**src/rtl/bus_arbiter_pkg.sv**
```systemverilog
// Shared constants for the fetch/data bus arbiter: ownership states and bus size codes.
package bus_arbiter_pkg;

   typedef enum logic [1:0] {
      ST_IDLE  = 2'd0,
      ST_OWN_I = 2'd1,
      ST_OWN_D = 2'd2
   } arbState_t;

   localparam logic [2:0] SIZE_BYTE = 3'b001;
   localparam logic [2:0] SIZE_HALF = 3'b010;
   localparam logic [2:0] SIZE_WORD = 3'b100;

endpackage

```
**src/rtl/bus_arbiter.sv**
```systemverilog
// Two-port arbiter sharing one memory bus between instruction fetch and the Memory stage,
// with combinational grant, beat ownership under rw_wait, d_lock bursts and fetch starvation relief.
module bus_arbiter
   import bus_arbiter_pkg::*;
#(
   parameter int STARVE_LIMIT = 4
) (
   input  logic        clk,
   input  logic        rst,
   input  logic [31:0] i_busaddr,
   input  logic        i_rd_req,
   output logic        i_wait,
   output logic [31:0] i_rd_data,
   input  logic [31:0] d_busaddr,
   input  logic        d_rd_req,
   input  logic        d_wr_req,
   input  logic [31:0] d_wr_data,
   input  logic [2:0]  d_data_size,
   input  logic        d_lock,
   output logic        d_wait,
   output logic [31:0] d_rd_data,
   output logic [31:0] busaddr,
   output logic        rd_req,
   output logic        wr_req,
   output logic [31:0] wr_data,
   output logic [2:0]  data_size,
   input  logic        rw_wait,
   input  logic [31:0] rd_data,
   output logic        gnt_i,
   output logic        gnt_d
);

   localparam int               CNT_W   = $clog2(STARVE_LIMIT + 1);
   localparam logic [CNT_W-1:0] CNT_MAX = CNT_W'(STARVE_LIMIT);

   arbState_t        r_state;
   arbState_t        w_nextState;
   logic [CNT_W-1:0] r_starveCnt;
   logic             w_dReq;
   logic             w_arbitrate;
   logic             w_grantI;
   logic             w_grantD;
   logic             w_lockHold;

   assign w_dReq = d_rd_req | d_wr_req;

   // Grant and next-state: an owner with its request still up keeps the bus, an abandoned
   // ownership falls through to fresh arbitration in the same cycle, and a locked data owner
   // with no request parks the bus so fetch cannot slip in between burst beats.
   always_comb begin
      w_arbitrate = 1'b0;
      w_grantI    = 1'b0;
      w_grantD    = 1'b0;
      w_lockHold  = 1'b0;
      w_nextState = ST_IDLE;
      if (!rst) begin
         unique case (r_state)
            ST_OWN_I: begin
               if (i_rd_req) w_grantI = 1'b1;
               else          w_arbitrate = 1'b1;
            end
            ST_OWN_D: begin
               if (w_dReq)       w_grantD = 1'b1;
               else if (d_lock)  w_lockHold = 1'b1;
               else              w_arbitrate = 1'b1;
            end
            default: w_arbitrate = 1'b1;
         endcase

         if (w_arbitrate) begin
            if (w_dReq && (!i_rd_req || (r_starveCnt != CNT_MAX))) w_grantD = 1'b1;
            else if (i_rd_req)                                     w_grantI = 1'b1;
         end

         if (w_grantI)                       w_nextState = rw_wait ? ST_OWN_I : ST_IDLE;
         else if (w_grantD)                  w_nextState = (rw_wait || d_lock) ? ST_OWN_D : ST_IDLE;
         else if (w_lockHold)                w_nextState = ST_OWN_D;
         else                                w_nextState = ST_IDLE;
      end
   end

   // Bus mux and per-port stalls; fetch is always a word read.
   always_comb begin
      busaddr   = 32'd0;
      rd_req    = 1'b0;
      wr_req    = 1'b0;
      wr_data   = 32'd0;
      data_size = 3'b000;
      if (w_grantD) begin
         busaddr   = d_busaddr;
         rd_req    = d_rd_req;
         wr_req    = d_wr_req;
         wr_data   = d_wr_data;
         data_size = d_data_size;
      end else if (w_grantI) begin
         busaddr   = i_busaddr;
         rd_req    = 1'b1;
         data_size = SIZE_WORD;
      end
   end

   assign gnt_i     = w_grantI;
   assign gnt_d     = w_grantD;
   assign i_wait    = w_grantI ? rw_wait : 1'b1;
   assign d_wait    = w_grantD ? rw_wait : 1'b1;
   assign i_rd_data = rd_data;
   assign d_rd_data = rd_data;

   // Starvation counter tracks completed data beats taken while fetch is waiting.
   always_ff @(posedge clk) begin
      if (rst) begin
         r_state     <= ST_IDLE;
         r_starveCnt <= '0;
      end else begin
         r_state <= w_nextState;
         if (!i_rd_req || (w_grantI && !rw_wait)) begin
            r_starveCnt <= '0;
         end else if (w_grantD && !rw_wait && (r_starveCnt != CNT_MAX)) begin
            r_starveCnt <= r_starveCnt + CNT_W'(1);
         end
      end
   end

endmodule

```
**config.mk**
```make
export PLATFORM = sky130hd
export DESIGN_NAME = bus_arbiter
export DESIGN_NICKNAME = d
export VERILOG_FILES = /design/src/rtl/bus_arbiter_pkg.sv /design/src/rtl/bus_arbiter.sv
export SDC_FILE = /design/constraint.sdc
export NUM_CORES = 1
export LEC_CHECK = 0
export CORE_ASPECT_RATIO = 0.5
export CORE_MARGIN = 8
export CORE_UTILIZATION = 22
export CTS_CLUSTER_SIZE = 28
export DETAILED_ROUTE_END_ITERATION = 16
export GPL_ROUTABILITY_DRIVEN = 1
export GPL_TIMING_DRIVEN = 0
export HOLD_SLACK_MARGIN = 0.06
export PLACE_DENSITY = 0.94
export SLEW_MARGIN = 20
export SYNTH_ARGS = -nofsm -noshare
export SYNTH_HDL_FRONTEND = slang
export SYNTH_SLANG_ARGS = --single-unit
export TNS_END_PERCENT = 50
```
**constraint.sdc**
```tcl
create_clock -name clk -period 3.85 [get_ports clk]
set_clock_uncertainty 0.2 [all_clocks]
set_input_delay 0.385 -clock clk [delete_from_list [all_inputs] [get_ports clk]]
set_output_delay 0.385 -clock clk [all_outputs]
set_load 0.005 [all_outputs]
```
==> metrics.cfg, run 1 <==
[run_status]
status = finished clean

[final_layout]
area_delta_synth_final_pct = 182
fin_util_pct = 65.4
fin_area_um2 = 4050
final_cells = 525
layout_common_cells = clkdlybuf4s50_1 (242), buf_4 (64), and2_1 (37)
layout-drive-gt1-share_pct = 16.7
layout_commonest_cell = clkdlybuf4s50_1
nFillCells = 524
diodes = 0
nets = 580

[setup_path]
critPathMaxFanout = 10
cp_cell_sequence = clkdlybuf4s50_1 > nor2_1 > o21ai_0 > a211oi_2 > clkbuf_1 > a22o_1 > clkdlybuf4s50_1
slowest_stage = clkdlybuf4s50_1
cp_top_family = buffers and inverters
cp.depth = 7
cp_num_buf_inv = 3
end_kind = output port
critPathMaxStageDelay_ps = 520
startpoint_type = input pin
crit_start = d_wr_req
timing.rr.start = r_starveCnt[0]$_SDFFE_PP0P_
rrSetupSlack_ps = 1530
reg2reg_depth = 8
crit_type = in -> out
critical_path_arrival_ps = 3070
worst_ep_required_time_ps = 3260
crit_path_frequent_cell = clkdlybuf4s50_1

[global_routing]
grt_max_degree = 11
grt_usage_pct = 20.3
grt_pass1_vias = 2426
grt_pass1_wl_mm = 14.7
antenna_found_initial = 0
overflow = 0

[synth]
synth_top_family_by_area = buffers and inverters
yosysWarnings = 0
synth_xor_area_share_pct = 0
synth.net_count = 333
synthAdderAreaFrac_pct = 3.49
synth_top_area_share_pct = 33.5
ys_ff_latch = 5
synthSimpleGateAreaFrac_pct = 21.2
synthMuxAreaShare_pct = 0
avgSynthCellArea_um2 = 7.51
synth.distinct_cells = 28
yosys.area.top_type = buf_4
synth_area_leaders = buf_4 (34%), a22o_1 (20%), and2_1 (16%)
syn_area_um2 = 1430
yosysSeqAreaShare_pct = 6.98
synth_compound_area_share_pct = 29.6
syn_inst = 191

[power]
power_frac_comb_pct = 66.7
intPower_uw = 509
peakVddDrop_mv = 0.131
power.density_nw_per_um2 = 168
clkPwrFrac_pct = 25.2
finalPower_uw = 679
swShare_pct = 25.0
p_seq_share_pct = 8.1
switchingPower_uw = 170
power_leakage_nw = 1.66

[placed_design]
dpl_cell_area_um2 = 3970
dp_hpwl_mm = 9.33
io_buffer_count = 242
routabilityCongestion = 0.842
dpl.cell_count = 521
pre_cts_ws_ps = 241

[cts]
post_cts_buffers = 0
root_buffer = clkbuf_16
cts_tree = yes
cts_inserted_buffers = 3
cts.repair.resized = 0
cts_hold_buf = 0
clk_latency_ps = 230
clockBufferDepth = 2
clk_pin_slew_ps = 30
htree_levels = 1
clkSinkCount = 5

[floorplan]
design.core.area_um2 = 6180
die_h_um = 73.1
pin_count = 275
initial_core_util_pct = 23.2
fp.dieW_um = 130
row_count = 20
dieArea_um2 = 9510

[timing]
timing.fmax_ghz = 0.274
hold_violations = 0
worstMarginPinSlew_ps = 512
worst_slack_ps = 198
setup_viol = 0
slew_violations = 0
tns_ps = 0
rsz0062_at_grt = no
slew_headroom_pct = 65.8
whs_ps = 314
fin_crit_sh_pct = 94.8
fin_crit_ps = 3650

[routing]
dr_total_vias = 2249
viasPerCell = 4.28
post_drt_wl_per_cell_um = 19.7
routed_wl_mm = 10.4
drtIter0Drc = 88
drc = 0
dr.pass1.iters = 4
ant_nets = 0

[min_path]
hold_start = r_starveCnt[0]$_SDFFE_PP0P_
hold_path.class = reg -> reg
min_path_cells = 2

[job]
maxCapViolations = 0

kinds of logic after synthesis:
| group | Yosys count |
|---|---|
| AOI/OAI and AO/OA | 51 |
| and+or+nand+nor | 50 |
| buffers and inverters | 81 |
| DFF | 5 |
| adders and majority gates | 4 |
power groups by stage:
stage	clock, mW	sequential (mW)	combinational (mW)
2_1_floorplan	0	0.0553	0.142
3_3_place_gp	0	0.0554	0.447
3_5_place_dp	0	0.0555	0.453
4_1_cts	0.175	0.0548	0.457
5_1_grt	0.181	0.0548	0.480
6_report	0.171	0.0548	0.453
synthesized netlist by cell type:
cell type   n
nor2b_1     1
a221oi_1    1
o21ai_0     2
a21o_1      2
nor4b_1     1
nor2_1      2
and2_1     37
a31oi_1     2
ha_1        4
o31ai_1     3
inv_2       1
clkbuf_1    7
buf_4      64
buf_6       1
inv_1       5
a21oi_1     2
and4b_1     1
a22o_1     32
nand4_1     2
dfxtp_1     5
a2111oi_1   1
buf_2       3
a211o_1     1
nand2_1     4
a2111o_1    1
nand2b_1    2
a211oi_1    3
a211oi_2    1
area by class of cell:
cell class | instances | area [um2] | area share (%)
plain buffers | 75 | 533 | 13.2
clock buffers | 4 | 78.8 | 1.95
inverters | 6 | 22.5 | 0.557
multi-input cells | 105 | 778 | 19.2
flip-flops and latches | 5 | 100 | 2.47
well taps | 88 | 110 | 2.72
repair buffers | 242 | 2420 | 59.9
worst paths after layout:
path | endpoint
min reg2reg | r_starveCnt[0]$_SDFFE_PP0P_
min | r_starveCnt[0]$_SDFFE_PP0P_
max | busaddr[10]
max reg2reg | r_starveCnt[2]$_SDFFE_PP0P_
worst min-delay path: stages (launching register included):
cell      delay (ps)
dfxtp_1          320
o31ai_1           70
a211oi_1          60
sequential cells by signal, indices dropped and copies added (netlist names):
name,count
r_starveCnt,3
r_state,2
layer usage:
layer	GRT usage (%)	vias to the layer above	wire [um]
li1	-	1099	-
met1	21.1	1054	3670
met2	40.4	86	5950
met3	5.10	10	602
met4	4.08	0	136
met5	0	-	0
Power figures use the tool's default switching activity.
==> inputs of run 2 (changes only) <==
--- a/config.mk
+++ b/config.mk
@@ -14,6 +14,7 @@
 export GPL_TIMING_DRIVEN = 0
 export HOLD_SLACK_MARGIN = 0.06
 export PLACE_DENSITY = 0.94
+export REMOVE_ABC_BUFFERS = 1
 export SLEW_MARGIN = 20
 export SYNTH_ARGS = -nofsm -noshare
 export SYNTH_HDL_FRONTEND = slang
==> run 2 against run 1 <==
Sequential share of layout area rose by 0.97 points. Power fell by 21%. Sequential power barely moved. Final cell count fell by 26%. Wire length fell by 6.1%. Critical path depth fell by 1. Design area fell by 28%. Combinational power fell by 31%. Critical endpoint is now busaddr[13].
==> metrics.cfg, run 2 (same netlist as run 1, synthesis figures left out) <==
[setup_path]
rrSetupSlack_ps = 1060  ; -470 ps
crit_type = in -> out
critPathMaxFanout = 74  ; +64
startpoint_type = input pin
end_kind = output port
critical_path_arrival_ps = 3050  ; -20 ps
reg2reg_depth = 7  ; -1
timing.rr.start = r_starveCnt[0]$_SDFFE_PP0P_
worst_ep_required_time_ps = 3260  ; about the same
worst_r2r_endpoint = r_starveCnt[2]$_SDFFE_PP0P_

[global_routing]
overflow = 0  ; unchanged
antenna_found_initial = 0  ; unchanged
grt_usage_pct = 18.9  ; -1.4 points
grt_pass1_vias = 1829  ; -25%
grt_max_degree = 75  ; +64
grt_pass1_wl_mm = 12.9  ; -13%

[power]
power_leakage_nw = 1.09  ; -34%
peakVddDrop_mv = 0.0989  ; -25%
finalPower_uw = 538  ; -21%
power.density_nw_per_um2 = 185  ; +10%

[job]
maxCapViolations = 0  ; unchanged

[floorplan]
dieArea_um2 = 9510  ; unchanged
row_count = 20  ; unchanged
initial_core_util_pct = 23.2  ; unchanged
design.core.area_um2 = 6180  ; unchanged
die_h_um = 73.1  ; unchanged
pin_count = 275  ; unchanged
fp.dieW_um = 130  ; unchanged

[cts]
cts_inserted_buffers = 3  ; unchanged
clkSinkCount = 5  ; unchanged
cts_tree = yes
clk_pin_slew_ps = 30  ; about the same
htree_levels = 1  ; unchanged
root_buffer = clkbuf_16
clk_latency_ps = 230  ; about the same
clockBufferDepth = 2  ; unchanged

[final_layout]
layout_commonest_cell = clkdlybuf4s50_1
nFillCells = 596  ; +14%
layout_common_cells = clkdlybuf4s50_1 (178), and2_1 (37), a22o_1 (32)
nets = 443  ; -24%
area_delta_synth_final_pct = 103
diodes = 0  ; unchanged
largest_reg_flops = 3  ; unchanged
top_register = r_starveCnt
layout-drive-gt1-share_pct = 2.33  ; -14 points
reg_top3 = r_starveCnt x3, r_state x2

[placed_design]
routabilityCongestion = 0.827  ; -1.8%
io_buffer_count = 178  ; -26%
pre_cts_ws_ps = 83.6  ; -158 ps
dp_hpwl_mm = 8.80  ; -5.6%

[timing]
slew_violations = 0  ; unchanged
slew_headroom_pct = 45.3  ; -21 points
worst_slack_ps = 220  ; +21.2 ps
setup_viol = 0  ; unchanged
fin_crit_sh_pct = 94.3  ; -0.55 points
whs_ps = 302  ; -11.6 ps
tns_ps = 0  ; unchanged
fin_crit_ps = 3630  ; -21.2 ps
hold_violations = 0  ; unchanged
timing.fmax_ghz = 0.275  ; +0.58%
rsz0062_at_grt = no
worstMarginPinSlew_ps = 820  ; +308 ps

[run_status]
status = finished clean

[routing]
routed_wl_mm = 9.72  ; -6.1%
viasPerCell = 4.37  ; +2.1%
dr_total_vias = 1697  ; -25%
dr.pass1.iters = 4  ; unchanged
ant_nets = 0  ; unchanged
drc = 0  ; unchanged
drtIter0Drc = 72  ; -18%
post_drt_wl_per_cell_um = 25.1  ; +27%

[min_path]
hold_start = r_starveCnt[0]$_SDFFE_PP0P_
min_to = r_starveCnt[0]$_SDFFE_PP0P_
min_path_cells = 2  ; unchanged
hold_path.class = reg -> reg

[run 2: cell types whose count changed in the layout (fill, tap and decap cells not counted), sizes merged]
cell           change
inv                -1
clkinv             +1
clkbuf             -7
clkdlybuf4s50     -64
buf               -66
[run 2: metrics by stage]
step | area, um2 | cells | util [%]
after floorplan | 901 | 116 | -
after global placement | 2790 | 382 | 45.2
after detailed placement | 2830 | 384 | 45.7
after CTS | 2910 | 388 | 47.0
after global routing | 2910 | 388 | 47.0
final | 2910 | 388 | 47.0
[run 2: cell type report]
type	instances	area (um2)	area share [%]
Timing Repair Buffer	180	1810	62.2
Multi-Input combinational cell	105	786	27.0
Tap cell	88	110	3.79
Sequential cell	5	100	3.44
Clock buffer	4	78.8	2.71
Inverter	6	23.8	0.818
[run 2: timing repair]
action | 4_1_cts | 5_1_grt
resized for setup | 0 | 1
setup buffers | 0 | 0
endpoints found under the setup margin | 0 | 65
hold buffers | 0 | 0
[run 2: power by group]
part | total [mW] | internal (mW) | switching, mW
Combinational | 0.313 | 0.216 | 0.0965
Clock | 0.171 | 0.137 | 0.0337
Sequential | 0.0547 | 0.0538 | 0.000893
Total | 0.538 | 0.407 | 0.131
[run 2: critical path: stages]
cell and delay (ps):
clkdlybuf4s50_1 530, and4b_1 250, a2111o_1 210, clkinv_2 670, a22o_1 520, clkdlybuf4s50_1 460
[run 2: how the worst max path moves through the flow]
stage | to | cells after the start | startpoint
4_1_cts | busaddr[13] | 6 | i_rd_req
3_3_place_gp | busaddr[13] | 6 | d_wr_req
5_1_grt | busaddr[13] | 7 | r_state[0]$_SDFF_PP0_
6_report | busaddr[13] | 6 | i_rd_req
3_5_place_dp | busaddr[13] | 6 | i_rd_req
2_1_floorplan | busaddr[0] | 6 | r_starveCnt[0]$_SDFFE_PP0P_
[run 2: per-layer routing]
metal  up-vias  global-route usage (%)  wire length (um)
li1        823                       -                 -
met1       759                    18.7              3340
met2       103                    29.0              4520
met3        10                    16.9              1720
met4         2                    3.44                94
met5         -                    4.68                53
